==> config.mk <==
export PLATFORM = sky130hd
export DESIGN_NAME = axil_conf_queue
export DESIGN_NICKNAME = d
export VERILOG_FILES = /design/src/rtl/axil_conf_queue.sv
export SDC_FILE = /design/constraint.sdc
export NUM_CORES = 1
export LEC_CHECK = 0
export BUFFER_PORTS_ARGS = -buffer_cell sky130_fd_sc_hd__buf_2
export CAP_MARGIN = 10
export CORE_MARGIN = 3
export CORE_UTILIZATION = 42
export CTS_CLUSTER_DIAMETER = 50
export CTS_CLUSTER_SIZE = 40
export DETAILED_ROUTE_END_ITERATION = 10
export HOLD_SLACK_MARGIN = 0.15
export PLACE_DENSITY = 0.61
export SETUP_SLACK_MARGIN = 0.3
export SYNTH_ARGS = -nofsm -noshare
export SYNTH_HDL_FRONTEND = slang
export SYNTH_SLANG_ARGS = --single-unit
export TNS_END_PERCENT = 5
==> constraint.sdc <==
create_clock -name ACLK -period 11.4 [get_ports ACLK]
set_input_delay 3.42 -clock ACLK [delete_from_list [all_inputs] [get_ports ACLK]]
set_output_delay 3.42 -clock ACLK [all_outputs]
set_load 0.01 [all_outputs]
==> src/rtl/axil_conf_queue.sv <==
// AXI4-Lite configuration slave: NREG byte-strobed registers; writes to register 0
// queue a snapshot of the whole file for the accelerator. Optional macro: CONF_STATUS_EN.
module axil_conf_queue #(
  parameter int          NREG      = 4,
  parameter int          QDEPTH    = 4,
  parameter logic [31:0] ADDR_BASE = 32'd0
) (
  input  logic                 ACLK,
  input  logic                 ARESETN,
  input  logic [31:0]          S_AXI_AWADDR,
  input  logic                 S_AXI_AWVALID,
  output logic                 S_AXI_AWREADY,
  input  logic [31:0]          S_AXI_WDATA,
  input  logic [3:0]           S_AXI_WSTRB,
  input  logic                 S_AXI_WVALID,
  output logic                 S_AXI_WREADY,
  output logic [1:0]           S_AXI_BRESP,
  output logic                 S_AXI_BVALID,
  input  logic                 S_AXI_BREADY,
  input  logic [31:0]          S_AXI_ARADDR,
  input  logic                 S_AXI_ARVALID,
  output logic                 S_AXI_ARREADY,
  output logic [31:0]          S_AXI_RDATA,
  output logic [1:0]           S_AXI_RRESP,
  output logic                 S_AXI_RVALID,
  input  logic                 S_AXI_RREADY,
  output logic                 CONFIG_VALID,
  input  logic                 CONFIG_READY,
  output logic [32*NREG-1:0]   CONFIG_DATA,
  output logic                 CONFIG_IRQ
);

  localparam int L  = $clog2(NREG);
  localparam int IW = L + 1;
  localparam int PW = $clog2(QDEPTH);
  localparam int CW = PW + 1;
  localparam int DW = 32 * NREG;

  // Address bits above the word-index field must match the base; [L+2:0] are ignored here.
  localparam logic [31:0]    KEEP_MASK = ~((32'd1 << (IW + 2)) - 32'd1);
  localparam logic [IW-1:0]  NREG_IDX  = IW'(NREG);
  localparam logic [CW-1:0]  QFULL     = CW'(QDEPTH);
  localparam logic [1:0]     RESP_OKAY = 2'b00;
  localparam logic [1:0]     RESP_SLV  = 2'b10;

  logic [31:0]   regs [NREG];
  logic          bvalid_q;
  logic [1:0]    bresp_q;
  logic          rvalid_q;
  logic [31:0]   rdata_q;
  logic [1:0]    rresp_q;
  logic [DW-1:0] q_mem [QDEPTH];
  logic [PW-1:0] wr_ptr_q;
  logic [PW-1:0] rd_ptr_q;
  logic [CW-1:0] count_q;
  logic [31:0]   cycle_cnt;

  logic [IW-1:0] wr_idx;
  logic          wr_good;
  logic          wr_hs;
  logic [31:0]   wr_old;
  logic [31:0]   wr_merged;
  logic          push_req;
  logic          q_full;
  logic          push;
  logic          drop;
  logic          pop;
  logic [DW-1:0] snap;

  logic [IW-1:0] rd_idx;
  logic          rd_base_ok;
  logic          rd_hs;
  logic          rd_good;
  logic [31:0]   rd_word;

  // Every channel transfers on the cycle where valid and ready are both high at the
  // rising edge; a raised valid stays up with stable payload until that edge.
  assign wr_hs         = S_AXI_AWVALID && S_AXI_WVALID && !bvalid_q;
  assign S_AXI_AWREADY = wr_hs;
  assign S_AXI_WREADY  = wr_hs;
  assign S_AXI_BVALID  = bvalid_q;
  assign S_AXI_BRESP   = bresp_q;

  assign rd_hs         = S_AXI_ARVALID && !rvalid_q;
  assign S_AXI_ARREADY = !rvalid_q;
  assign S_AXI_RVALID  = rvalid_q;
  assign S_AXI_RDATA   = rdata_q;
  assign S_AXI_RRESP   = rresp_q;

  assign wr_idx  = S_AXI_AWADDR[L+2:2];
  assign wr_good = ((S_AXI_AWADDR & KEEP_MASK) == (ADDR_BASE & KEEP_MASK)) && (wr_idx < NREG_IDX);
  assign wr_old  = regs[wr_idx[L-1:0]];

  always_comb begin
    wr_merged = wr_old;
    for (int b = 0; b < 4; b++) begin
      if (S_AXI_WSTRB[b]) wr_merged[8*b +: 8] = S_AXI_WDATA[8*b +: 8];
    end
  end

  // The snapshot carries the freshly merged reg 0 rather than its stale value.
  always_comb begin
    snap = '0;
    for (int i = 0; i < NREG; i++) snap[32*i +: 32] = regs[i];
    snap[31:0] = wr_merged;
  end

  assign push_req = wr_hs && wr_good && (wr_idx == '0);
  assign q_full   = (count_q == QFULL);
  assign push     = push_req && !q_full;
  assign drop     = push_req && q_full;
  assign pop      = (count_q != '0) && CONFIG_READY;

  assign CONFIG_VALID = (count_q != '0);
  assign CONFIG_DATA  = (count_q != '0) ? q_mem[rd_ptr_q] : '0;
  assign CONFIG_IRQ   = (count_q == '0) && CONFIG_READY;

  always_ff @(posedge ACLK) begin
    if (!ARESETN) begin
      bvalid_q <= 1'b0;
      bresp_q  <= RESP_OKAY;
      for (int i = 0; i < NREG; i++) regs[i] <= '0;
    end else begin
      if (bvalid_q && S_AXI_BREADY) bvalid_q <= 1'b0;
      if (wr_hs) begin
        bvalid_q <= 1'b1;
        bresp_q  <= (!wr_good || drop) ? RESP_SLV : RESP_OKAY;
        if (wr_good) regs[wr_idx[L-1:0]] <= wr_merged;
      end
    end
  end

  always_ff @(posedge ACLK) begin
    if (push) q_mem[wr_ptr_q] <= snap;
  end

  always_ff @(posedge ACLK) begin
    if (!ARESETN) begin
      wr_ptr_q <= '0;
      rd_ptr_q <= '0;
      count_q  <= '0;
    end else begin
      if (push) wr_ptr_q <= wr_ptr_q + PW'(1);
      if (pop)  rd_ptr_q <= rd_ptr_q + PW'(1);
      count_q <= count_q + CW'(push) - CW'(pop);
    end
  end

  // Measures how long the accelerator has been busy with the current command.
  always_ff @(posedge ACLK) begin
    if (!ARESETN) begin
      cycle_cnt <= '0;
    end else if (pop) begin
      cycle_cnt <= '0;
    end else if (!CONFIG_READY && (cycle_cnt != 32'hFFFF_FFFF)) begin
      cycle_cnt <= cycle_cnt + 32'd1;
    end
  end

  assign rd_idx     = S_AXI_ARADDR[L+2:2];
  assign rd_base_ok = ((S_AXI_ARADDR & KEEP_MASK) == (ADDR_BASE & KEEP_MASK));

`ifdef CONF_STATUS_EN
  logic [7:0] drop_q;
  logic       rd_stat_q;
  logic       stat_clr;

  assign stat_clr = rvalid_q && S_AXI_RREADY && rd_stat_q;

  always_ff @(posedge ACLK) begin
    if (!ARESETN) begin
      drop_q    <= '0;
      rd_stat_q <= 1'b0;
    end else begin
      if (rd_hs) rd_stat_q <= rd_base_ok && (rd_idx == NREG_IDX);
      if (stat_clr) begin
        drop_q <= drop ? 8'd1 : 8'd0;
      end else if (drop && (drop_q != 8'hFF)) begin
        drop_q <= drop_q + 8'd1;
      end
    end
  end
`endif

  always_comb begin
    rd_good = 1'b0;
    rd_word = '0;
    if (rd_base_ok && (rd_idx < NREG_IDX)) begin
      rd_good = 1'b1;
      rd_word = (rd_idx == '0) ? cycle_cnt : regs[rd_idx[L-1:0]];
    end
`ifdef CONF_STATUS_EN
    else if (rd_base_ok && (rd_idx == NREG_IDX)) begin
      rd_good = 1'b1;
      rd_word = {16'b0, drop_q, 3'b0, 5'(count_q)};
    end
`endif
  end

  always_ff @(posedge ACLK) begin
    if (!ARESETN) begin
      rvalid_q <= 1'b0;
      rdata_q  <= '0;
      rresp_q  <= RESP_OKAY;
    end else begin
      if (rvalid_q && S_AXI_RREADY) rvalid_q <= 1'b0;
      if (rd_hs) begin
        rvalid_q <= 1'b1;
        rdata_q  <= rd_word;
        rresp_q  <= rd_good ? RESP_OKAY : RESP_SLV;
      end
    end
  end

endmodule

==> metrics.cfg, run 1 <==
[cells_and_area]
area_delta_synth_final_pct=16.2
fin_util_pct=49.7
stdcell_area_um2=34400
drive_above_1_share_pct=31.2
stdcell_count=2953
num-fill-cells=5881
nets=2083

[place]
dp.cells=2828
pre_cts_slack_ns=3.83
gp_congestion=0.782
port_buffers=272
dpl_cell_area_um2=32000
dpl.hpwl_mm=44.2

[cts]
cts_resized=0
clockRootBuffer=clkbuf_16
clk_path_buf_depth=3
clk_latency_ns=0.61
cts_tree=done
cts_hold_buffers=0
cts_setup_buffers=0
h-tree-depth=3
path_clk_slew_ns=0.06
cts_made_buffers=68
clkSinkCount=717

[floorplanning]
start_util_pct=42.7
rows=96
dieArea_um2=73600
io_pins=279
die_h_um=271
die_w_um=271
core_um2=69200

[status]
status=finished, final reports clean

[timing]
rsz0062_at_grt=no
min_period_ns=7.54
drv_slew=0
fmax_mhz=133
fin_skew_ns=0.0251
fin_ws_ns=3.86
relSlewSlack_pct=27.5
timing.setup.tns_ns=0
hold_violations=0
tightest_slew_ns=1.09
fin_crit_sh_pct=66.1
setup_violations=0

[logic_synthesis]
synth_edf_count=640
syn_inst=1698
synth.yosys.seq_area_share_pct=70.2
synth_seq_cells=717
ys.warnings.count=0
async_flop_share_pct=0
synth_ff_type=edfxtp_1
postSynthAreaPerCell_um2=17.4
syn_area_um2=29600
yosysUniqueCellTypes=50

[global_routing]
grt_pass1_vias=16600
antenna_found_initial=4
track_usage_pct=20.2
grt_pass1_wl_mm=110
gr-total-overflow=0
grt_max_degree=92

[critical_path]
crit_slowest_cell=nor2_1
cp_slowest_stage_delay_ns=0.27
crit_arrival_ns=4.12
path_cells=buf_2 > inv_1 > nor2_1 > buf_2
required_ns=7.98
path_delay_family=buffers and inverters
crit_path_start_kind=primary input
cp_common_cell=buf_2
crit_type=in -> out
cp_num_buf_inv=3
crit_fanout=5
crit_path_end_kind=output pin

[min_path]
min_path_type=reg -> reg

[power]
peakVddDrop_v=0.0000851
p_leak_nw=12.1
power.density_nw_per_um2=168

[flow_run]
cap_violations=0

[route]
ant_nets=0
first_pass_iters=7
dr.first_iter.drc_count=1386
via_per_inst=5.53
wire_per_inst_um=25.2
post-route-drc-count=0
num_vias=16300
wirelength_mm=74.4

cell families after synthesis:
family	count (synthesis)	share of synthesized area, %
adder cells (fa/ha/maj)	8	0.364
other	1	0.0127
AO/OA/AOI/OAI	69	1.40
flip-flops	717	70.2
XOR/XNOR	24	0.711
buffers and inverters	148	2.18
AND/OR/NAND/NOR	472	8.22
multiplexers	259	16.9
power breakdown:
part | leakage (nW) | switching (mW) | internal (mW)
clock network | 1.17 | 1.06 | 1.34
logic | 4.30 | 0.282 | 0.200
registers | 6.58 | 0.0318 | 2.87
total | 12.1 | 1.38 | 4.41
cell usage in the layout, fill, tap and decap left out, types with 5 or more instances in the layout:
| cell | n |
|---|---|
| buf_2 | 272 |
| and2_1 | 162 |
| dfxtp_1 | 75 |
| clkinv_8 | 9 |
| mux4_2 | 192 |
| buf_4 | 25 |
| and4_1 | 6 |
| xnor2_1 | 17 |
| nand4_1 | 19 |
| nor4_1 | 13 |
| nand3_1 | 10 |
| inv_8 | 7 |
| inv_1 | 44 |
| nand2_1 | 56 |
| a31oi_1 | 5 |
| xor2_1 | 7 |
| inv_6 | 9 |
| a21oi_1 | 7 |
| o21ai_0 | 35 |
| edfxtp_1 | 640 |
| clkbuf_16 | 71 |
| buf_12 | 5 |
| clkinv_4 | 5 |
| nor2_1 | 161 |
| bufinv_16 | 6 |
| ha_1 | 7 |
| a211oi_1 | 11 |
| and3_1 | 5 |
| mux2i_1 | 67 |
| or4_1 | 5 |
worst register-to-register path, stage by stage, from the launching register on:
cell and delay [ns]:
dfxtp_1 0.42, or3_4 0.49, buf_4 0.66, nand2_1 0.24, inv_1 0.13, ha_1 0.23
inv_1 0.05, ha_1 0.13, inv_1 0.04, fa_1 0.38, xor2_1 0.19, xnor2_1 0.14
nor2_1 0.06
synth_stat cells, types with 2 or more instances:
cell,count,area [um^2]
nor4b_1,3,26.3
ha_1,7,87.6
and3_1,5,31.3
o21ai_0,35,175
nand2b_1,4,25.0
a211oi_1,11,82.6
or3b_1,2,17.5
or3_1,3,18.8
clkbuf_2,2,10.0
buf_2,24,120
and3b_1,2,17.5
mux4_2,192,4320
o211ai_1,2,15.0
inv_1,44,165
nand3_1,11,55.1
nor3_1,3,15.0
and2_1,166,1040
or4_1,5,37.5
nand2_1,60,225
and4_1,6,52.6
buf_1,13,48.8
a21oi_1,7,35.0
xnor2_1,17,149
dfxtp_1,77,1540
nor4_1,14,87.6
nor2_2,3,18.8
xor2_1,7,61.3
mux2i_1,67,671
nand4_1,19,119
edfxtp_1,640,19200
buf_6,6,67.6
a31oi_1,5,31.3
nor2_1,161,604
buf_4,3,22.5
clkbuf_1,56,210
a41o_1,2,20.0
state kept, by name, summed over array words and instances (netlist names), 2 cells and up, named ones only:
signal	flops
S_AXI_RDATA	32
count_q	3
cycle_cnt	32
q_mem	512
rd_ptr_q	2
regs	128
wr_ptr_q	2
routing by layer:
layer,vias to the layer above,global-route usage (%),routed length (um)
li1,7107,-,-
met1,8540,28.2,31300
met2,614,32.7,36500
met3,73,3.73,5160
met4,2,5.51,1330
met5,-,0,13
final timing paths:
check	slack [ns]	endpoint	cells after the start	startpoint
max	3.86	CONFIG_IRQ	4	CONFIG_READY
min	0.49	S_AXI_RVALID	1	S_AXI_RVALID
max reg2reg	8.10	count_q[2]	12	count_q[1]
min reg2reg	0.49	S_AXI_RVALID	1	S_AXI_RVALID
layout make-up:
type	count	area, um^2	share of cell area [%]
Inverter	44	165	0.481
Timing Repair Buffer	302	1650	4.80
Antenna cell	3	7.51	0.0218
Multi-Input combinational cell	834	8210	23.9
Clock inverter	47	597	1.74
Clock buffer	75	1810	5.27
Sequential cell	717	20800	60.4
Tap cell	931	1160	3.39
through the flow:
step	hold WS [ns]	total power [mW]
floorplan	0.458	3.24
global placement	0.473	3.45
detailed placement	0.482	3.46
CTS	0.491	5.84
global route	0.513	5.98
finish	0.488	5.78
Note: power is estimated with default switching activity, not from simulation.
==> inputs of run 2 (changes only) <==
clock period = 7.1 ns   (was 11.4 ns; I/O delays follow)
==> metrics.cfg, run 2 (same netlist as run 1, synthesis figures left out) <==
[status]
status=finished, final reports clean

[timing]
min_period_ns=5.16
fin_crit_sh_pct=72.7
setup_violations=0  ; unchanged
relSlewSlack_pct=28.1  ; +0.53 points
tightest_slew_ns=1.07  ; -0.0162 ns
hold_violations=0  ; unchanged
timing.setup.tns_ns=0  ; unchanged
drv_slew=0  ; unchanged
fin_skew_ns=0.0381  ; +0.0130 ns
fmax_mhz=194
rsz0062_at_grt=no
holdWs_ns=0.480  ; -0.00763 ns

[critical_path]
crit_arrival_ns=3.03  ; -1.09 ns
cp_slowest_stage_delay_ns=0.93  ; +0.66 ns
cp_num_buf_inv=2  ; -1
reg2reg_to=regs[1][9]
r2r_slack_ns=3.70  ; -4.40 ns
crit_fanout=52  ; +47
path_delay_family=flip-flops
crit_path_end_kind=output pin
crit_type=reg -> out
crit_path_start_kind=flop
path_cells=buf_12 > mux4_2 > and2_1 > buf_2
r2r_cells=6  ; -6
reg2reg_from=S_AXI_BVALID
crit_slowest_cell=dfxtp_4
path_depth=4  ; unchanged
required_ns=4.97  ; -3.01 ns

[power]
switching_share_pct=24.3  ; +0.48 points
pwr-share-comb_pct=8.5  ; +0.2 points
p_seq_share_pct=50.0  ; -0.2 points
p_clk_share_pct=41.5  ; about the same
p_int_mw=7.06  ; +60%
p_switching_mw=2.26  ; +64%
p_leak_nw=12.1  ; +0.17%
peakVddDrop_v=0.000159  ; +87%
power.density_nw_per_um2=271  ; +61%

[cells_and_area]
num-fill-cells=5901  ; +0.34%
stdcell_area_um2=34400  ; +0.17%
drive_above_1_share_pct=31.2  ; +0.037 points
final_common_cell=edfxtp_1
top_regs=q_mem (512), regs (128)
final_cell_mix=edfxtp_1 (640), buf_2 (272), mux4_2 (192), and2_1 (162), nor2_1 (161)
area_delta_synth_final_pct=16.4
seqCellArea_um2=20800  ; unchanged
largest_reg_flops=512  ; unchanged
regMostFlops=q_mem
multiInputGateArea_um2=8210  ; unchanged
nets=2085  ; +0.096%

[route]
wirelength_mm=74.3  ; about the same
dr.first_iter.drc_count=1504  ; +8.5%
via_per_inst=5.53  ; about the same
first_pass_iters=5  ; -2
ant_nets=0  ; unchanged
wire_per_inst_um=25.1  ; -0.16%
num_vias=16400  ; +0.15%
post-route-drc-count=0  ; unchanged

[cts]
clkSinkCount=717  ; unchanged
cts_hold_buffers=0  ; unchanged
cts_made_buffers=67  ; -1.5%
h-tree-depth=3  ; unchanged
cts_resized=0  ; unchanged
cts_setup_buffers=0  ; unchanged
clk_path_buf_depth=3  ; unchanged
clk_latency_ns=0.62  ; about the same
cts_tree=done
clockRootBuffer=clkbuf_16
path_clk_slew_ns=0.07  ; about the same

[global_routing]
grt_max_degree=83  ; -9.8%
gr-total-overflow=0  ; unchanged
grt_pass1_wl_mm=110  ; -0.39%
antenna_found_initial=5  ; +1
track_usage_pct=20.1  ; -0.10 points
grt_pass1_vias=16800  ; +0.76%

[floorplanning]
die_w_um=271  ; unchanged
io_pins=279  ; unchanged
core_um2=69200  ; unchanged
dieArea_um2=73600  ; unchanged
start_util_pct=42.7  ; unchanged
rows=96  ; unchanged
die_h_um=271  ; unchanged

[place]
port_buffers=272  ; unchanged
gp_congestion=0.785  ; +0.42%
dpl.hpwl_mm=45.4  ; +2.7%
dpl_cell_area_um2=32000  ; +0.13%

[min_path]
min_path_type=reg -> reg
min_path_cells=1  ; unchanged
holdPathEnd=S_AXI_RVALID
worstHoldStart=S_AXI_RVALID

[flow_run]
cap_violations=0  ; unchanged

==> run 2: cell types whose count changed in the layout (fill, tap and decap cells not counted), moves of 2 or more <==
| cell | before | now |
|---|---|---|
| clkinvlp_4 | 3 | 5 |
| inv_8 | 7 | 13 |
| inv_6 | 9 | 6 |
| clkbuf_8 | 2 | 0 |
| buf_12 | 5 | 7 |
| clkinv_4 | 5 | 2 |
==> run 2: how the worst max path moves through the flow <==
stage | to | slack [ns] | startpoint
global placement | regs[1][5] | 1.75 | S_AXI_AWADDR[30]
detailed placement | regs[1][11] | 1.72 | S_AXI_AWADDR[30]
CTS | CONFIG_DATA[124] | 1.78 | flop
finish | CONFIG_DATA[124] | 1.94 | flop
global route | CONFIG_DATA[124] | 1.71 | flop
floorplan | q_mem[3][0] | 0.24 | S_AXI_AWVALID
==> run 2: final cells by class <==
cell class,count,share of cell area (%)
antenna,2,0.0145
clock buffer,72,5.11
clock inverter,51,1.92
inverter,44,0.480
multi-input combinational,834,23.8
sequential,717,60.3
tap,931,3.38
timing repair buffer,305,4.93
==> run 2: power groups by stage <==
stage / Sequential, mW / Combinational, mW / Clock [mW]
global route: 4.67 / 0.858 / 4.13
global placement: 4.75 / 0.797 / 0
floorplan: 4.73 / 0.477 / 0
finish: 4.66 / 0.789 / 3.87
CTS: 4.66 / 0.810 / 3.95
detailed placement: 4.76 / 0.807 / 0
==> run 2: metrics by stage <==
stage / setup WS [ns] / std cells / total power [mW] / utilization, %
final: 1.94 / 2956 / 9.32 / 49.8
after global placement: 1.75 / 2830 / 5.55 / 46.2
after floorplan: 0.243 / 1699 / 5.21 / -
after global routing: 1.71 / 2955 / 9.65 / 49.8
after CTS: 1.78 / 2953 / 9.42 / 49.7
after detailed placement: 1.72 / 2830 / 5.56 / 46.2
==> run 2: worst register-to-register path, cell delays in order, from the launching register on <==
cell	delay (ns)
dfxtp_1	0.32
and3b_1	0.29
nand4_1	0.20
or3_2	0.81
or3b_1	0.51
nand2_2	0.50
buf_4	0.43
==> run 2: metal layers <==
metal  vias to the layer above  track usage, %  wire [um]
met5                         -               0         27
met4                         4            6.48       2030
met3                       109            3.89       4920
met2                       571            32.7      36400
met1                      8553            27.4      30900
li1                       7123               -          -
==> inputs of run 3 (changes only) <==
clock period = 5 ns   (was 7.1 ns; I/O delays follow)
==> metrics.cfg, run 3 (same netlist as run 1, synthesis figures left out) <==
[floorplanning]
core_um2=69200  ; unchanged
dieArea_um2=73600  ; unchanged
die_w_um=271  ; unchanged
start_util_pct=42.7  ; unchanged
rows=96  ; unchanged
die_h_um=271  ; unchanged
io_pins=279  ; unchanged

[min_path]
min_path_cells=1  ; unchanged
min_path_type=reg -> reg
worstHoldStart=S_AXI_RVALID

[cts]
cts_setup_buffers=0  ; unchanged
clockRootBuffer=clkbuf_16
clk_latency_ns=0.60  ; -0.02 ns
cts_hold_buffers=0  ; unchanged
clk_path_buf_depth=3  ; unchanged
clkSinkCount=717  ; unchanged
h-tree-depth=3  ; unchanged
path_clk_slew_ns=0.06  ; about the same
cts_made_buffers=67  ; unchanged
cts_tree=done
cts_resized=0  ; unchanged

[cells_and_area]
num_antenna_cells=0  ; -2
top_regs=q_mem (512), regs (128)
final_common_cell=edfxtp_1
drive_above_1_share_pct=31.6  ; +0.41 points
fin_util_pct=49.9  ; +0.11 points
stdcell_count=2966  ; +0.34%
final_cell_mix=edfxtp_1 (640), buf_2 (272), mux4_2 (192), and2_1 (162), nor2_1 (161)
area_delta_synth_final_pct=16.7
nets=2101  ; +0.77%
regMostFlops=q_mem
largest_reg_flops=512  ; unchanged

[timing]
setup_violations=0  ; unchanged
timing.setup.tns_ns=0  ; unchanged
hold_violations=0  ; unchanged
fin_skew_ns=0.0409  ; +0.00280 ns
drv_slew=0  ; unchanged
rsz0062_at_grt=no
tightest_slew_ns=1.02  ; -0.0542 ns
min_period_ns=4.14
fin_crit_sh_pct=82.8
relSlewSlack_pct=32.2  ; +4.2 points
fmax_mhz=242

[critical_path]
crit_fanout=106  ; +100%
r2r_cells=12  ; +6
crit_type=reg -> out
crit_path_start_kind=flop
worstSetupStartpoint=count_q[1]
crit_path_end_kind=output pin
crit_arrival_ns=2.64  ; -0.39 ns
required_ns=3.50  ; -1.47 ns
reg2reg_from=count_q[1]

[flow_run]
cap_violations=0  ; unchanged

[power]
peakVddDrop_v=0.000215  ; +35%
power.density_nw_per_um2=375  ; +39%
p_leak_nw=12.1  ; +0.26%
power.total_mw=12.9  ; +39%

[place]
gp_congestion=0.790  ; +0.60%
port_buffers=272  ; unchanged
dp.cells=2847  ; +0.60%
dpl.hpwl_mm=47.0  ; +3.5%

[route]
num_vias=16400  ; +0.21%
ant_nets=0  ; unchanged
via_per_inst=5.53  ; -0.13%
wirelength_mm=75.1  ; +1.0%
wire_per_inst_um=25.3  ; +0.66%
dr.first_iter.drc_count=1496  ; -0.53%
post-route-drc-count=0  ; unchanged
first_pass_iters=5  ; unchanged

[global_routing]
grt_max_degree=107  ; +29%
track_usage_pct=20.4  ; +0.29 points
grt_pass1_wl_mm=110  ; +0.67%
gr-total-overflow=0  ; unchanged
grt_pass1_vias=16700  ; -0.43%
antenna_found_initial=3  ; -2

[status]
status=finished, final reports clean

run 3: changes by cell type in the layout (fill, tap and decap cells not counted), sizes merged:
cell	previous run	this run
buf	305	321
inv	65	60
clkbuf	72	73
clkinvlp	5	8
bufinv	6	4
clkinv	19	18
diode	2	0
run 3: stage by stage:
stage	setup WS [ns]	hold WS [ns]	area, um^2
floorplan	0.155	0.458	29600
global placement	0.909	0.472	32200
detailed placement	0.880	0.480	32200
CTS	0.760	0.489	34500
global route	0.602	0.510	34500
finish	0.861	0.489	34500
run 3: power by group:
| part | total (mW) | internal, mW | switching, mW |
|---|---|---|---|
| Clock | 5.20 | 2.83 | 2.37 |
| Combinational | 1.14 | 0.466 | 0.673 |
| Sequential | 6.60 | 6.55 | 0.0558 |
run 3: metal layers:
metal  share of wire, %  wire length, um  vias up  GRT usage [%]
met2                 49            36500      628           33.3
li1                   -                -     7154              -
met5              0.017               13        -              0
met4                2.5             1890        2           6.33
met1                 42            31700     8519           28.5
met3                6.6             4940       91           3.00
run 3: worst paths after layout:
kind / endpoint / slack [ns]
setup reg to reg: count_q[2] / 1.69
setup / recovery: CONFIG_DATA[74] / 0.86
hold reg to reg: S_AXI_RVALID / 0.49
hold / removal: S_AXI_RVALID / 0.49
run 3: critical path: stages, from the launching register on:
cell	delay (ns)
dfxtp_1	0.42
or3_4	0.82
buf_4	0.42
and2_1	0.19
buf_2	0.14
run 3: final cells by class:
class / count / area, um^2
fill: 5820 / 34700
clock buffer: 73 / 1740
tap: 931 / 1160
sequential: 717 / 20800
clock inverter: 46 / 517
multi-input combinational: 834 / 8210
timing repair buffer: 321 / 1940
inverter: 44 / 165
